## config.mk

```make
export PLATFORM = sky130hd
export DESIGN_NAME = branch_seq_ctrl_flat
export DESIGN_NICKNAME = d
export VERILOG_FILES = /design/src/rtl/branch_seq_ctrl_pkg.sv /design/src/rtl/branch_seq_ctrl_if.sv /design/src/rtl/branch_seq_ctrl_compare.sv /design/src/rtl/branch_seq_ctrl.sv /design/src/flat_wrapper.sv
export SDC_FILE = /design/constraint.sdc
export NUM_CORES = 1
export LEC_CHECK = 0
export CORE_MARGIN = 3
export CORE_UTILIZATION = 60
export DETAILED_ROUTE_END_ITERATION = 10
export DONT_BUFFER_PORTS = 1
export HOLD_SLACK_MARGIN = 0.02
export PLACE_DENSITY = 0.76
export RECOVER_POWER = 25
export SYNTH_ARGS = -nofsm -noshare
export SYNTH_HDL_FRONTEND = slang
export SYNTH_HIERARCHICAL = 1
export SYNTH_SLANG_ARGS = --single-unit
```

## constraint.sdc

```tcl
create_clock -name clk -period 5.1 [get_ports clk]
set_clock_uncertainty 0.2 [all_clocks]
set_input_delay 1.02 -clock clk [delete_from_list [all_inputs] [get_ports clk]]
set_output_delay 1.02 -clock clk [all_outputs]
set_load 0.005 [all_outputs]
```

## src/rtl/branch_seq_ctrl_pkg.sv

```systemverilog
`default_nettype none
// +------------------------------------------------------------------+
// | branch_pkg                                                       |
// | Shared branch func3 codes, sequencer states and legality helper. |
// | Revision: 1.0                                                    |
// +------------------------------------------------------------------+
package branch_pkg;

    localparam logic [2:0] F3_BEQ  = 3'b000;
    localparam logic [2:0] F3_BNE  = 3'b001;
    localparam logic [2:0] F3_BLT  = 3'b100;
    localparam logic [2:0] F3_BGE  = 3'b101;
    localparam logic [2:0] F3_BLTU = 3'b110;
    localparam logic [2:0] F3_BGEU = 3'b111;

    typedef enum logic [1:0] {
        IDLE  = 2'd0,
        EVAL  = 2'd1,
        REDIR = 2'd2
    } state_t;

    // 010 and 011 are the only encodings with no branch meaning
    function automatic logic func3_legal(input logic [2:0] func3);
        return (func3 != 3'b010) && (func3 != 3'b011);
    endfunction

endpackage
`default_nettype wire

```

## src/rtl/branch_seq_ctrl_if.sv

```systemverilog
`default_nettype none
// +------------------------------------------------------------------+
// | branch_seq_ctrl_if                                               |
// | Decode request, resolution status and fetch redirect bundle.     |
// | Revision: 1.0                                                    |
// +------------------------------------------------------------------+
interface branch_seq_ctrl_if #(
    parameter int XLEN = 32
);
    logic            req_valid;
    logic            req_ready;
    logic [2:0]      req_func3;
    logic [XLEN-1:0] req_rs1;
    logic [XLEN-1:0] req_rs2;
    logic [XLEN-1:0] req_pc;
    logic [XLEN-1:0] req_imm;
    logic            res_valid;
    logic            res_taken;
    logic            misalign;
    logic            illegal;
    logic            redir_valid;
    logic            redir_ready;
    logic [XLEN-1:0] redir_pc;
    logic            flush;

    modport master (
        output req_valid, req_func3, req_rs1, req_rs2, req_pc, req_imm, redir_ready,
        input  req_ready, res_valid, res_taken, misalign, illegal,
               redir_valid, redir_pc, flush
    );

    modport slave (
        input  req_valid, req_func3, req_rs1, req_rs2, req_pc, req_imm, redir_ready,
        output req_ready, res_valid, res_taken, misalign, illegal,
               redir_valid, redir_pc, flush
    );
endinterface
`default_nettype wire

```

## src/rtl/branch_seq_ctrl_compare.sv

```systemverilog
`default_nettype none
// +------------------------------------------------------------------+
// | branch_compare                                                   |
// | Combinational branch condition: eq / signed lt / unsigned lt.    |
// | Revision: 1.0                                                    |
// +------------------------------------------------------------------+
module branch_compare
    import branch_pkg::*;
#(
    parameter int XLEN = 32
) (
    input  logic [XLEN-1:0] i_rs1,
    input  logic [XLEN-1:0] i_rs2,
    input  logic [2:0]      i_func3,
    output logic            o_cond
);

    logic w_eq;
    logic w_lt;
    logic w_ltu;

    assign w_eq  = (i_rs1 == i_rs2);
    assign w_lt  = ($signed(i_rs1) < $signed(i_rs2));
    assign w_ltu = (i_rs1 < i_rs2);

    always_comb begin
        o_cond = 1'b0;
        case (i_func3)
            F3_BEQ:  o_cond = w_eq;
            F3_BNE:  o_cond = !w_eq;
            F3_BLT:  o_cond = w_lt;
            F3_BGE:  o_cond = !w_lt;
            F3_BLTU: o_cond = w_ltu;
            F3_BGEU: o_cond = !w_ltu;
            default: o_cond = 1'b0;
        endcase
    end

endmodule
`default_nettype wire

```

## src/rtl/branch_seq_ctrl.sv

```systemverilog
`default_nettype none
// +------------------------------------------------------------------+
// | branch_seq_ctrl                                                  |
// | Branch resolution sequencer: capture, evaluate, redirect fetch.  |
// | Revision: 1.0                                                    |
// +------------------------------------------------------------------+
module branch_seq_ctrl
    import branch_pkg::*;
#(
    parameter int XLEN  = 32,
    parameter int CNT_W = 16
) (
    input  logic               clk,
    input  logic               rst_n,
    branch_seq_ctrl_if.slave   bus,
    input  logic               clr_cnt,
    output logic [CNT_W-1:0]   resolved_cnt,
    output logic [CNT_W-1:0]   taken_cnt
);

    localparam logic [CNT_W-1:0] c_cnt_one = {{(CNT_W-1){1'b0}}, 1'b1};

    state_t          r_state;
    logic [2:0]      r_func3;
    logic [XLEN-1:0] r_rs1;
    logic [XLEN-1:0] r_rs2;
    logic [XLEN-1:0] r_pc;
    logic [XLEN-1:0] r_imm;
    logic [XLEN-1:0] r_redir_pc;
    logic            r_req_ready;
    logic            r_redir_valid;
    logic [CNT_W-1:0] r_resolved_cnt;
    logic [CNT_W-1:0] r_taken_cnt;

    logic            w_cond;
    logic            w_legal;
    logic            w_eval;
    logic            w_resolve;
    logic            w_taken;
    logic            w_aligned;
    logic [XLEN-1:0] w_target;

    branch_compare #(
        .XLEN (XLEN)
    ) u_compare (
        .i_rs1   (r_rs1),
        .i_rs2   (r_rs2),
        .i_func3 (r_func3),
        .o_cond  (w_cond)
    );

    assign w_eval    = (r_state == EVAL);
    assign w_legal   = func3_legal(r_func3);
    assign w_resolve = w_eval && w_legal;
    assign w_taken   = w_resolve && w_cond;
    assign w_target  = r_pc + r_imm;
    assign w_aligned = (w_target[1:0] == 2'b00);

    assign bus.req_ready   = r_req_ready;
    assign bus.res_valid   = w_resolve;
    assign bus.res_taken   = w_taken;
    assign bus.misalign    = w_taken && !w_aligned;
    assign bus.illegal     = w_eval && !w_legal;
    assign bus.redir_valid = r_redir_valid;
    assign bus.redir_pc    = r_redir_pc;
    assign bus.flush       = r_redir_valid && bus.redir_ready;

    assign resolved_cnt = r_resolved_cnt;
    assign taken_cnt    = r_taken_cnt;

    // req_ready is registered so it tracks the state with no path from req_*
    always_ff @(posedge clk or negedge rst_n) begin
        if (!rst_n) begin
            r_state       <= IDLE;
            r_func3       <= 3'b000;
            r_rs1         <= '0;
            r_rs2         <= '0;
            r_pc          <= '0;
            r_imm         <= '0;
            r_redir_pc    <= '0;
            r_req_ready   <= 1'b0;
            r_redir_valid <= 1'b0;
        end else begin
            case (r_state)
                IDLE: begin
                    r_req_ready <= 1'b1;
                    if (bus.req_valid && r_req_ready) begin
                        r_func3     <= bus.req_func3;
                        r_rs1       <= bus.req_rs1;
                        r_rs2       <= bus.req_rs2;
                        r_pc        <= bus.req_pc;
                        r_imm       <= bus.req_imm;
                        r_req_ready <= 1'b0;
                        r_state     <= EVAL;
                    end
                end
                EVAL: begin
                    if (w_taken && w_aligned) begin
                        r_redir_pc    <= w_target;
                        r_redir_valid <= 1'b1;
                        r_state       <= REDIR;
                    end else begin
                        r_req_ready <= 1'b1;
                        r_state     <= IDLE;
                    end
                end
                REDIR: begin
                    if (bus.redir_ready) begin
                        r_redir_valid <= 1'b0;
                        r_req_ready   <= 1'b1;
                        r_state       <= IDLE;
                    end
                end
                default: begin
                    r_redir_valid <= 1'b0;
                    r_req_ready   <= 1'b0;
                    r_state       <= IDLE;
                end
            endcase
        end
    end

    always_ff @(posedge clk or negedge rst_n) begin
        if (!rst_n) begin
            r_resolved_cnt <= '0;
            r_taken_cnt    <= '0;
        end else if (clr_cnt) begin
            r_resolved_cnt <= '0;
            r_taken_cnt    <= '0;
        end else begin
            if (w_resolve) begin
                r_resolved_cnt <= r_resolved_cnt + c_cnt_one;
            end
            if (w_taken) begin
                r_taken_cnt <= r_taken_cnt + c_cnt_one;
            end
        end
    end

endmodule
`default_nettype wire

```

## src/flat_wrapper.sv

```systemverilog
// flat-port wrapper written by rule: the top's interface ports become plain ports
module branch_seq_ctrl_flat import branch_pkg::*;
#(
    parameter int XLEN  = 32,
    parameter int CNT_W = 16
)
  (clk, rst_n, clr_cnt, resolved_cnt, taken_cnt, bus_req_valid, bus_req_func3, bus_req_rs1, bus_req_rs2, bus_req_pc, bus_req_imm, bus_redir_ready, bus_req_ready, bus_res_valid, bus_res_taken, bus_misalign, bus_illegal, bus_redir_valid, bus_redir_pc, bus_flush);
  branch_seq_ctrl_if #(.XLEN(XLEN)) bus_i ();
  input  logic clk;
  input  logic rst_n;
  input  logic clr_cnt;
  output logic [CNT_W-1:0] resolved_cnt;
  output logic [CNT_W-1:0] taken_cnt;
  input wire logic [$bits(bus_i.req_valid)-1:0] bus_req_valid;
  input wire logic [$bits(bus_i.req_func3)-1:0] bus_req_func3;
  input wire logic [$bits(bus_i.req_rs1)-1:0] bus_req_rs1;
  input wire logic [$bits(bus_i.req_rs2)-1:0] bus_req_rs2;
  input wire logic [$bits(bus_i.req_pc)-1:0] bus_req_pc;
  input wire logic [$bits(bus_i.req_imm)-1:0] bus_req_imm;
  input wire logic [$bits(bus_i.redir_ready)-1:0] bus_redir_ready;
  output wire logic [$bits(bus_i.req_ready)-1:0] bus_req_ready;
  output wire logic [$bits(bus_i.res_valid)-1:0] bus_res_valid;
  output wire logic [$bits(bus_i.res_taken)-1:0] bus_res_taken;
  output wire logic [$bits(bus_i.misalign)-1:0] bus_misalign;
  output wire logic [$bits(bus_i.illegal)-1:0] bus_illegal;
  output wire logic [$bits(bus_i.redir_valid)-1:0] bus_redir_valid;
  output wire logic [$bits(bus_i.redir_pc)-1:0] bus_redir_pc;
  output wire logic [$bits(bus_i.flush)-1:0] bus_flush;
  assign bus_i.req_valid = bus_req_valid;
  assign bus_i.req_func3 = bus_req_func3;
  assign bus_i.req_rs1 = bus_req_rs1;
  assign bus_i.req_rs2 = bus_req_rs2;
  assign bus_i.req_pc = bus_req_pc;
  assign bus_i.req_imm = bus_req_imm;
  assign bus_i.redir_ready = bus_redir_ready;
  assign bus_req_ready = bus_i.req_ready;
  assign bus_res_valid = bus_i.res_valid;
  assign bus_res_taken = bus_i.res_taken;
  assign bus_misalign = bus_i.misalign;
  assign bus_illegal = bus_i.illegal;
  assign bus_redir_valid = bus_i.redir_valid;
  assign bus_redir_pc = bus_i.redir_pc;
  assign bus_flush = bus_i.flush;
  branch_seq_ctrl #(.XLEN(XLEN), .CNT_W(CNT_W)) u_core (.clk(clk), .rst_n(rst_n), .bus(bus_i), .clr_cnt(clr_cnt), .resolved_cnt(resolved_cnt), .taken_cnt(taken_cnt));
endmodule
```

==> tab_implementation.tex <==
\begin{tabular}{lr}
\hline
Metric & Value \\
\hline
\multicolumn{2}{l}{\textbf{Run status}} \\
Status & complete, no violations \\
\multicolumn{2}{l}{\textbf{Floorplanning}} \\
CORE AREA & 16,800 µm² \\
Initial core utilization & 0.620 \\
Floorplan die width & 138 µm \\
Height of the die & 138 µm \\
Boundary pin count & 207 \\
Total number of placement rows & 47 \\
Die outline area & 18,900 µm² \\
\multicolumn{2}{l}{\textbf{Route}} \\
Number of remaining DRC errors & 0 \\
Average wire per standard cell & 19.4 µm \\
Detailed Route WL & 22,800 µm \\
Detail-routed via count per cell & 5.98 \\
Post-route antenna net violation count & 0 \\
Overall via count from detail\_route & 7,045 \\
Number of design-rule violations left by the first detailed-router iteration & 514 \\
DR pass1 iterations & 7 \\
\multicolumn{2}{l}{\textbf{Power and ir drop}} \\
Int Power & 4850 µW \\
Sw Ratio & 0.414 \\
Switching pwr & 3420 µW \\
Sequential cell fraction of total power & 0.322 \\
Fraction of power consumed by the clock network & 0.167 \\
Combinational fraction of design power & 0.511 \\
Leakage Power & 0.00504 µW \\
Post-layout total power & 8270 µW \\
Maximum VDD drop & 0.470 mV \\
Total power divided by cell area & 739 nW/µm² \\
\multicolumn{2}{l}{\textbf{Worst setup path}} \\
Element type at the critical path end & output pin \\
Critical path, cell by cell & ha\_1 -> nand4\_1 -> or4\_1 -> or3b\_1 -> xor2\_1 -> nor3\_2 -> a31o\_2 -> nand2\_2 -> nor2\_1 \\
Type of element launching the critical path & flop \\
Classification of the worst setup path & flop to output pin \\
Data arrival time of the worst path & 3.08 ns \\
Worst path max stage delay & 0.61 ns \\
Slowest-stage cell, CP & or4\_1 \\
Cell class contributing the biggest share of worst-path delay & simple AND/OR/NAND/NOR gates \\
Worst path bufs/invs & 0 \\
Required arrival time at the worst endpoint & 3.88 ns \\
Critical Path Fanout Max & 4 \\
\multicolumn{2}{l}{\textbf{STA}} \\
Clock period minus final worst setup slack & 4.30 ns \\
Headroom to the max-slew limit & 0.364 \\
Fraction of the cycle the final worst path needs & 0.843 \\
Worst Tran Pin Value & 0.930 ns \\
Count of final hold-check violations & 0 \\
Setup TNS after final layout & 0 ns \\
Final number of setup-violating endpoints & 0 \\
Max Clock Freq & 0.233 GHz \\
Unrepaired setup endpoints after global routing & false \\
Slew Limit Fails & 0 \\
\multicolumn{2}{l}{\textbf{Clock network}} \\
Number of H-tree levels & 4 \\
Clock-pin slew of the registers on the worst-case setup and hold paths & 0.08 ns \\
Number of setup buffers added after CTS & 0 \\
Count of hold buffers inserted by post-cts repair & 0 \\
Maximum clock path buffer count & 2 \\
Total CTS buffers & 17 \\
TritonCTS clock tree & done \\
CTS-repair resized insts & 0 \\
Clock Root Buffer & clkbuf\_16 \\
Number of clock sinks & 199 \\
Clock latency reported for the late side of the worst-skew pair & 0.43 ns \\
\multicolumn{2}{l}{\textbf{Finish}} \\
Number of nets in the layout & 1,146 \\
Share of final-layout standard cells stronger than drive strength 1 & 0.191 \\
Final cell utilization of the core & 0.668 \\
Filler cell count in the final layout & 1,325 \\
Area taken by flip-flops and latches & 4980 µm² \\
Total area of multi-input combinational cells & 5110 µm² \\
Fin area & 11,200 µm² \\
Area delta synth->final & 7.72\% \\
\multicolumn{2}{l}{\textbf{Synth}} \\
Top cells by area, synth & dfrtp\_1 48\%, mux2\_2 14\%, ha\_1 8.3\% \\
EDFF count, synth & 0 \\
Register bit count reported by yosys & 199 \\
Cell area after synthesis & 10,400 µm² \\
Synthesized net count & 1,158 \\
Number of warnings issued by yosys & 6 \\
Fraction of post-synthesis cell area in the top cell type by area & 0.479 \\
Unique cell type count in the Yosys netlist & 64 \\
Post-synth top area cell & dfrtp\_1 \\
Most used flip-flop cell after synthesis & dfrtp\_1 \\
Avg Synthesized Cell Area & 10.9 µm² \\
Fraction of the yosys area taken by sequential cells & 0.479 \\
Syn Inst Count & 952 \\
Share of synthesized flip-flops with an asynchronous set or reset & 1.00 \\
\multicolumn{2}{l}{\textbf{Job}} \\
Max-cap check violation count & 0 \\
\multicolumn{2}{l}{\textbf{GRT}} \\
GRT Residual Overflow & 0 \\
First-pass GRT wire length & 35,200 µm \\
Maximum number of pins on one net before global-route repair & 200 \\
Via count of the first global-routing pass & 6,935 \\
Overall Global Routing Usage & 0.238 \\
Antenna violations before repair & 12 \\
\multicolumn{2}{l}{\textbf{Placement}} \\
HPWL after detailed placement & 16,900 µm \\
Quantity of I/O buffers inserted on ports & 0 \\
Final weighted congestion in routability-driven placement & 0.936 \\
Placed Instance Area & 10,600 µm² \\
\multicolumn{2}{l}{\textbf{Hold path}} \\
Hold crit path type & input port to async pin \\
\hline
\end{tabular}
path summary, 6_finish.rpt:
| check | cells past startpoint | start | to | slack, ns |
|---|---|---|---|---|
| worst max-delay path | 9 | u_core/r_rs1[14] | bus_misalign | 0.80 |
| worst min-delay path | 0 | rst_n | u_core/r_rs1[24] | 0.08 |
| worst max register to register | 13 | u_core/r_rs1[14] | u_core/taken_cnt[14] | 1.22 |
| worst min register to register | 1 | u_core/r_rs2[2] | u_core/r_rs2[2] | 0.31 |
| max in group asynchronous | 0 | rst_n | u_core/r_pc[19] | 4.37 |
| min in group clk | 1 | u_core/r_rs2[2] | u_core/r_rs2[2] | 0.31 |
routing by layer:
metal	vias to the layer above	GRT usage	wire, µm
met5	-	0	64
met4	12	0.0887	482
met3	39	0.0800	1760
met2	215	0.378	10900
met1	3403	0.305	9620
li1	3376	-	-
per-stage QoR:
step | setup WS, ns | std cells | hold WS (ns)
2_1_floorplan | 1.60 | 952 | 0.263
3_3_place_gp | 1.35 | 1141 | 0.288
3_5_place_dp | 1.28 | 1141 | 0.294
4_1_cts | 0.777 | 1173 | 0.0636
5_1_grt | 0.675 | 1179 | 0.0450
6_report | 0.801 | 1179 | 0.0823
power groups by stage:
| stage | logic [µW] | registers [µW] | clock network [µW] |
|---|---|---|---|
| 2_1_floorplan | 3280 | 2550 | 0 |
| 3_3_place_gp | 4090 | 2660 | 0 |
| 3_5_place_dp | 4160 | 2700 | 0 |
| 4_1_cts | 4190 | 2670 | 1420 |
| 5_1_grt | 4650 | 2750 | 1490 |
| 6_report | 4230 | 2660 | 1380 |
worst register-to-register path, stage by stage, from the launching register on:
cell and delay [ns]:
dfrtp_1 0.39, ha_1 0.32, nand4_1 0.15, or4_1 0.61
or3b_1 0.43, xor2_1 0.16, nor3_2 0.11, a31o_2 0.17
nand2_2 0.09, inv_2 0.16, nand3_1 0.11, or2_2 0.35
or3_1 0.37, a21oi_1 0.16
area by class of cell:
type                       instances  area share
clock inverter                    15      0.0165
inverter                          45      0.0151
timing repair buffer               5     0.00335
antenna                            6     0.00134
sequential                       199       0.445
tap                              220      0.0246
clock buffer                      17      0.0380
multi-input combinational        672       0.456
cells in the mapped netlist, drive strengths merged (3+ instances only):
library cell and n:
dfrtp 199, mux2 132, nand2 79, ha 69
a21oi 61, o21ai 55, nor2 48, inv 45
xnor2 29, clkbuf 27, xor2 23, nand3 21
nand4 21, a21o 17, nor3 14, and3 10
or3 10, buf 9, nor2b 9, o211ai 6
a211oi 5, o21bai 5, a31oi 4, and2 4
a21boi 3, and4 3, nand2b 3, nor4 3
o21a 3, o31ai 3, or2 3
cell usage in the layout, fill, tap and decap left out, types with 3 or more instances in the layout:
cell       netlist  final
inv_1           44     44
and2_1           4      4
nor4_1           3      3
o211ai_1         6      6
o31ai_1          3      3
nor2_1          48     48
nand3_1         20     19
or3_1            9      9
diode_2          0      6
nand4_1         20     20
nand2b_1         3      3
ha_1            69     69
o21ai_0         55     55
buf_4            4      5
a21oi_1         61     61
inv_6            0      4
xor2_1          23     23
o21a_1           3      3
a21o_1          17     17
nand2_1         78     77
and3_1          10     10
inv_8            0      4
clkbuf_16        0     17
dfrtp_1        199    199
and4_1           3      3
nor2b_1          9      9
mux2_2         132    132
o21bai_1         5      5
nor3_1          13     13
xnor2_1         29     29
a31oi_1          4      4
a211oi_1         5      5
flip-flops by register name, summed over array words and instances (netlist names):
register                cells
u_core/resolved_cnt        16
u_core/bus.redir_pc        32
u_core/bus.req_ready        1
u_core/r_pc                32
u_core/r_rs2               32
u_core/bus.redir_valid      1
u_core/r_imm               32
u_core/r_func3              3
u_core/r_state              2
u_core/r_rs1               32
u_core/taken_cnt           16
kinds of logic after synthesis:
logic type	after synthesis	synth area share
xor+xnor	52	0.0438
simple gates	234	0.110
flops	199	0.479
compound gates	182	0.106
buf+inv	81	0.0308
fa+ha+maj	70	0.0850
mux	134	0.145
Power figures use the tool's default switching activity.
